--- config.mk ---
export PLATFORM = sky130hd
export DESIGN_NAME = ram_arbiter_2m
export DESIGN_NICKNAME = d
export VERILOG_FILES = /design/src/rtl/ram_arbiter_2m.sv
export SDC_FILE = /design/constraint.sdc
export NUM_CORES = 1
export LEC_CHECK = 0
export CAP_MARGIN = 10
export CORE_AREA = 8 8 106 108
export CTS_CLUSTER_SIZE = 10
export DETAILED_ROUTE_END_ITERATION = 10
export DIE_AREA = 0 0 114 116
export MAX_ROUTING_LAYER = met4
export PLACE_DENSITY = 0.65
export REMOVE_ABC_BUFFERS = 1
export SKIP_CTS_REPAIR_TIMING = 1
export SYNTH_ARGS = -nofsm -noshare
export SYNTH_HDL_FRONTEND = slang
export SYNTH_SLANG_ARGS = --single-unit
--- constraint.sdc ---
create_clock -name clk -period 1.7 [get_ports clk]
set_input_delay 0.425 -clock clk [delete_from_list [all_inputs] [get_ports clk]]
set_output_delay 0.425 -clock clk [all_outputs]
set_load 0.01 [all_outputs]
--- src/rtl/ram_arbiter_2m.sv ---
// Two-master arbiter in front of the single-port 2Kx32 RAM. Each access takes a
// fixed IDLE -> ISSUE -> DONE schedule that matches the RAM's registered read.
module ram_arbiter_2m #(
    parameter int ADDR_W     = 11,
    parameter int FIXED_PRIO = 0
) (
    input  logic              clk,
    input  logic              reset,
    input  logic              m0_valid,
    input  logic [31:0]       m0_addr,
    input  logic [31:0]       m0_wdata,
    input  logic [3:0]        m0_wstrb,
    output logic              m0_ready,
    output logic [31:0]       m0_rdata,
    input  logic              m1_valid,
    input  logic [31:0]       m1_addr,
    input  logic [31:0]       m1_wdata,
    input  logic [3:0]        m1_wstrb,
    output logic              m1_ready,
    output logic [31:0]       m1_rdata,
    output logic [ADDR_W-1:0] ram_addr,
    output logic [31:0]       ram_wdata,
    output logic [3:0]        ram_we,
    output logic              ram_en,
    input  logic [31:0]       ram_rdata,
    output logic              grant,
    output logic              busy
);
    typedef enum logic [1:0] {IDLE, ISSUE, DONE} state_t;

    state_t state, state_nxt;
    logic   grant_nxt;
    logic   last;

    always_ff @(posedge clk) begin
        if (reset) begin
            state <= IDLE;
            grant <= 1'b0;
            last  <= 1'b1;   // master 0 wins the first tie
        end else begin
            state <= state_nxt;
            grant <= grant_nxt;
            if (state == DONE) last <= grant;
        end
    end

    always_comb begin
        state_nxt = state;
        grant_nxt = grant;
        case (state)
            IDLE: begin
                if (m0_valid || m1_valid) begin
                    state_nxt = ISSUE;
                    if (m0_valid && m1_valid)
                        grant_nxt = (FIXED_PRIO != 0) ? 1'b0 : ~last;
                    else
                        grant_nxt = m1_valid;
                end
            end
            ISSUE:   state_nxt = DONE;
            DONE:    state_nxt = IDLE;
            default: state_nxt = IDLE;
        endcase
    end

    // Everything below decodes from registered state/grant only; reset gates
    // the strobes so a reset in ISSUE blocks the write and one in DONE hides ready.
    logic [31:0] sel_addr;
    assign sel_addr  = grant ? m1_addr  : m0_addr;
    assign ram_addr  = sel_addr[ADDR_W+1:2];
    assign ram_wdata = grant ? m1_wdata : m0_wdata;
    assign ram_en    = (state == ISSUE) && !reset;
    assign ram_we    = ram_en ? (grant ? m1_wstrb : m0_wstrb) : 4'b0000;
    assign m0_ready  = (state == DONE) && !grant && !reset;
    assign m1_ready  = (state == DONE) &&  grant && !reset;
    assign m0_rdata  = ram_rdata;
    assign m1_rdata  = ram_rdata;
    assign busy      = (state != IDLE) && !reset;

    // Byte-offset and out-of-window address bits are intentionally ignored.
    logic unused_addr_bits;
    assign unused_addr_bits = ^{sel_addr[31:ADDR_W+2], sel_addr[1:0]};
endmodule

==> results of run 1 <==
-- area by class of cell --
| class | count | area (um^2) | share of cell area (%) |
|---|---|---|---|
| Inverter | 3 | 11.3 | 0.438 |
| Clock buffer | 3 | 41.3 | 1.61 |
| Multi-Input combinational cell | 64 | 733 | 28.5 |
| Sequential cell | 4 | 87.6 | 3.41 |
| Tap cell | 133 | 166 | 6.47 |
| Timing Repair Buffer | 162 | 1530 | 59.6 |
-- power groups by stage --
stage / clock, mW / sequential, mW / combinational [mW]
global route: 0.215 / 0.114 / 0.815
CTS: 0.206 / 0.109 / 0.744
finish: 0.202 / 0.113 / 0.761
floorplan: 0 / 0.132 / 0.200
detailed placement: 0 / 0.110 / 0.736
global placement: 0 / 0.109 / 0.735
-- flip-flops by register name, summed over array words and instances (netlist names) --
register,count
last,1
grant,1
state,2
-- cells in the mapped netlist --
library cell,n,area (um^2)
buf_4,64,480
mux2_2,43,484
buf_2,7,35.0
nor2_1,6,22.5
dfxtp_1,4,80.1
mux2i_1,4,40.0
inv_1,3,11.3
nor3_1,2,10.0
or3b_1,2,17.5
a211o_1,1,8.76
a21boi_0,1,7.51
a32o_1,1,10.0
and3b_2,1,10.0
nand2b_1,1,6.26
nor3b_1,1,7.51
o211a_1,1,10.0
-- layout by cell type, fill, tap and decap left out, types with 2 or more instances in the layout --
cell type	count
mux2_4	14
buf_4	9
clkbuf_2	26
nor2_1	2
dfxtp_1	2
inv_1	3
clkbuf_8	3
buf_2	7
buf_12	3
dfxtp_4	2
clkdlybuf4s50_1	94
buf_6	14
mux2_2	29
clkbuf_16	2
dlymetal6s2s_1	6
nor2_2	4
mux2i_2	3
-- final timing paths --
kind / end / slack, ps / startpoint / cells after the start
max: ram_wdata[3] / -70 / grant / 3
min: last / 480 / last / 1
max reg2reg: grant / 380 / state[1] / 4
min reg2reg: last / 480 / last / 1
-- per-layer routing --
| metal | share of wire [%] | wire (um) | vias up | GRT usage, % |
|---|---|---|---|---|
| li1 | - | - | 605 | - |
| met1 | 32 | 3700 | 601 | 14.0 |
| met2 | 44 | 5120 | 180 | 25.7 |
| met3 | 24 | 2800 | 5 | 18.1 |
| met4 | 0.92 | 108 | 0 | 1.33 |
| met5 | 0 | 0 | - | - |
-- critical path, delay by kind of cell (launching register included) --
kind     cells  cell delay [ps]
flops        1              410
mux          1              340
buf+inv      2              360
-- logic make-up (layout without fill, tap and decap cells) --
logic type / Yosys count / after routing
buffers and inverters: 74 / 168
muxes: 47 / 47
and+or+nand+nor: 13 / 13
AOI/OAI and AO/OA: 4 / 4
DFF: 4 / 4
==> reports/metrics.cfg, run 1 <==
[sta]
hold_ws_ps = 475
max-slew-margin-rel_pct = 87.0
hold_viol_final = 0
worstMarginPinSlew_ps = 194
setup_ws_ps = -65.4
skew_ps = 3.98
maxSlewViolCount = 0
period_minus_slack_ps = 1770
finalSetupViolations = 27
rsz0062_at_grt = yes
fmax_ghz = 0.566
min_period_over_period_pct = 104
setup_tns_ps = -1240

[route]
drt_first_iter_violations = 28
vias = 1391
viasPerCell = 3.77
wl_per_cell_um = 31.8
wirelength_um = 11700
drtAntennaViolNets = 0
drc_errors = 0
drt_first_pass_iters = 4

[yosys]
synth-seq-cells = 4
synth_area_um2 = 1240
ys_seq_area_share_pct = 6.45
syn_area_per_cell_um2 = 8.74
synth_cell_type_count = 16
synthAdderAreaFrac_pct = 0
synth_compound_area_share_pct = 2.92
synth.area.mux_share_pct = 42.2
synthSimpleGateAreaFrac_pct = 5.95
synth_top_family_by_area = buffers and inverters
synth_warnings = 0
synth_cells = 142
synth_xor_area_share_pct = 0

[worst_setup_path]
cp.arrival_ps = 1340
worstSetupEndpointType = output port
crit_type = register to output port
crit_required_ps = 1270
critPathLaunchType = register
critPathMaxStageDelay_ps = 410
path_max_fanout = 15
cp_cell_sequence = clkbuf_16 > mux2_2 > buf_2
cp_slowest_cell = dfxtp_4

[die]
die_h_um = 116
fp.coreArea_um2 = 9550
num_rows = 36
initial_core_util_pct = 13.0
die_area_um2 = 13200
die_w_um = 114
ios = 288

[clocking]
path_clk_slew_ps = 30
ctsHtreeMaxLevel = 1
ctsLongestPathBuffers = 2
cts-buffers-inserted = 3
insertion_delay_ps = 220
numClockSinks = 4
clockRootBuffer = clkbuf_8
cts_tree = yes

[placed_design]
gp_congestion = 0.849
dp.cells = 361
pre_cts_slack_ps = -710
portBuffers = 149
place_area_um2 = 2460
dp_hpwl_um = 10400

[worst_hold_path]
hp-class = register to register

[power_and_ir_drop]
ir_worst_vdd_mv = 0.356
swShare_pct = 31.2
power_mw = 1.08
p_per_area_nw_per_um2 = 418
p_leak_nw = 1.15
power.internal_mw = 0.740
p_clk_share_pct = 18.8
seqPwrFrac_pct = 10.5
power_switching_mw = 0.336
pwr-share-comb_pct = 70.8

[status]
violations = setup timing
status = complete, but fails checks

[global_route]
grt_max_degree = 31
grt_pass1_vias = 1638
grt_pass1_wl_um = 14300
grt_usage_pct = 16.6
antenna_found_initial = 0
overflow = 0

[final_layout]
areaGrowthSynthToFinish_pct = 107
nFillCells = 1065
final_cells = 369
fin_area_um2 = 2570
antenna_cells = 0
utilization_pct = 26.9
final_layout_size_suffix_gt1_share_pct = 51.7
final_nets = 410

[flow_run]
maxCapViolations = 0

Power figures use the tool's default switching activity.
==> run 2, diff against run 1 <==
Settings changed: PLACE_DENSITY 0.65 to not set.
==> run 2 against run 1 <==
The run still ends with setup timing left. Critical path type unchanged. Clock skew is 1.6 ps lower. Combinational power is 20% higher. Worst hold slack better by 17 ps. First-iteration DRC count is 54% higher. Highest routed layer unchanged. Fmax is 3.4% lower. Clock power is 2% higher. Global-route usage is 0.81 points lower.
==> reports/metrics.cfg, run 2 (same netlist as run 1, synthesis figures left out) <==
[power_and_ir_drop]
power.internal_mw = 0.858  ; +16%
p_leak_nw = 1.32  ; +15%
seqPwrFrac_pct = 9.0  ; -1.5 points
p_per_area_nw_per_um2 = 423  ; +1.1%
ir_worst_vdd_mv = 0.452  ; +27%
power_switching_mw = 0.373  ; +11%
pwr-share-comb_pct = 74.3  ; +3.5 points
power_mw = 1.23  ; +14%
p_clk_share_pct = 16.7  ; -2.1 points
swShare_pct = 30.3  ; -0.94 points

[worst_hold_path]
min_from = last
hp-class = register to register
holdPathStages = 1  ; unchanged
hold_end = last

[die]
ios = 288  ; unchanged
initial_core_util_pct = 13.0  ; unchanged
die_area_um2 = 13200  ; unchanged
die_h_um = 116  ; unchanged
die_w_um = 114  ; unchanged
num_rows = 36  ; unchanged
fp.coreArea_um2 = 9550  ; unchanged

[sta]
hold_viol_final = 0  ; unchanged
period_minus_slack_ps = 1830  ; +62.5 ps
fmax_ghz = 0.547  ; -3.4%
hold_ws_ps = 493  ; +17.5 ps
rsz0062_at_grt = yes
max-slew-margin-rel_pct = 89.2  ; +2.2 points
setup_ws_ps = -128  ; -62.5 ps
worstMarginPinSlew_ps = 158  ; -35.8 ps
finalSetupViolations = 41  ; +52%
skew_ps = 2.34  ; -1.64 ps
setup_tns_ps = -2710  ; -1470 ps
maxSlewViolCount = 0  ; unchanged
min_period_over_period_pct = 108  ; +3.7 points

[worst_setup_path]
crit_required_ps = 1270  ; about the same
r2r_end = last
reg2reg_depth = 4  ; unchanged
path_max_fanout = 8  ; -7
reg2reg_from = state[0]
worstSetupEndpointType = output port
cp-startpoint = grant
critPathLaunchType = register
crit_type = register to output port
rrSetupSlack_ps = 500  ; +120 ps
cp.arrival_ps = 1400  ; +60 ps

[final_layout]
top_regs = state (2), grant (1), last (1)
nFillCells = 1021  ; -4.1%
final_cell_mix = clkdlybuf4s50_1 (96), buf_6 (44), mux2_4 (32)
layout_commonest_cell = clkdlybuf4s50_1
regMostFlops = state
utilization_pct = 30.5  ; +3.6 points
final_nets = 426  ; +3.9%
fin_area_um2 = 2910  ; +13%
antenna_cells = 0  ; unchanged
areaGrowthSynthToFinish_pct = 134
largest_reg_flops = 2  ; unchanged
final_layout_size_suffix_gt1_share_pct = 54.0  ; +2.3 points

[route]
viasPerCell = 3.96  ; +4.9%
drtAntennaViolNets = 0  ; unchanged
drt_first_pass_iters = 5  ; +1
met2_length_um = 4890  ; -4.6%
drt_first_iter_violations = 43  ; +54%
route.met3.wl_um = 2810  ; +0.50%
drc_errors = 0  ; unchanged
dr.max_layer_used = met4
vias = 1523  ; +9.5%
wl_met1_um = 3740  ; +1.0%
wirelength_um = 11700  ; -0.23%
wl_per_cell_um = 30.4  ; -4.4%

[global_route]
antenna_found_initial = 0  ; unchanged
grt_pass1_vias = 1552  ; -5.3%
overflow = 0  ; unchanged
grt_pass1_wl_um = 13600  ; -4.8%
grt_usage_pct = 15.8  ; -0.81 points
grt_max_degree = 39  ; +26%

[status]
violations = setup timing
status = complete, but fails checks

[placed_design]
gp_congestion = 0.843  ; -0.72%
place_area_um2 = 2440  ; -0.71%
portBuffers = 149  ; unchanged
dp_hpwl_um = 9870  ; -5.5%

[clocking]
numClockSinks = 4  ; unchanged
cts-buffers-inserted = 3  ; unchanged
cts_tree = yes
ctsLongestPathBuffers = 2  ; unchanged
path_clk_slew_ps = 30  ; about the same
insertion_delay_ps = 220  ; about the same
ctsHtreeMaxLevel = 1  ; unchanged
clockRootBuffer = clkbuf_8

[flow_run]
maxCapViolations = 0  ; unchanged

run 2: per-stage QoR:
stage | setup slack, ps | std cells
after floorplan | -627 | 71
after global placement | -696 | 359
after detailed placement | -723 | 359
after CTS | -739 | 362
after global routing | -175 | 385
final | -128 | 385
run 2: layout make-up:
type                    instances  area (um^2)  share of cell area, %
clock buffers                   3         41.3                   1.42
flip-flops and latches          4         83.8                   2.88
inverters                       3         11.3                  0.387
multi-input cells              64          788                   27.1
repair buffers                178         1820                   62.5
well taps                     133          166                   5.72
run 2: worst max-delay path, cell delays in order (launching register included):
cell and delay (ps):
dfxtp_4 410, clkbuf_16 180, clkbuf_16 140, mux2_4 310, buf_6 130
run 2: worst max-delay path by stage:
stage | end
floorplan | ram_addr[0]
global placement | ram_we[0]
detailed placement | ram_we[3]
CTS | ram_we[3]
global route | ram_wdata[7]
finish | ram_wdata[27]
run 2: power by group through the flow:
stage	sequential, mW	combinational [mW]	clock [mW]
global route	0.112	0.972	0.222
global placement	0.107	0.731	0
detailed placement	0.107	0.734	0
finish	0.110	0.915	0.206
floorplan	0.132	0.200	0
CTS	0.106	0.740	0.209
run 2: per-layer routing:
layer	GRT usage, %	vias up
met3	16.8	11
met1	14.0	688
met5	-	-
met2	22.6	190
met4	4.26	0
li1	-	634
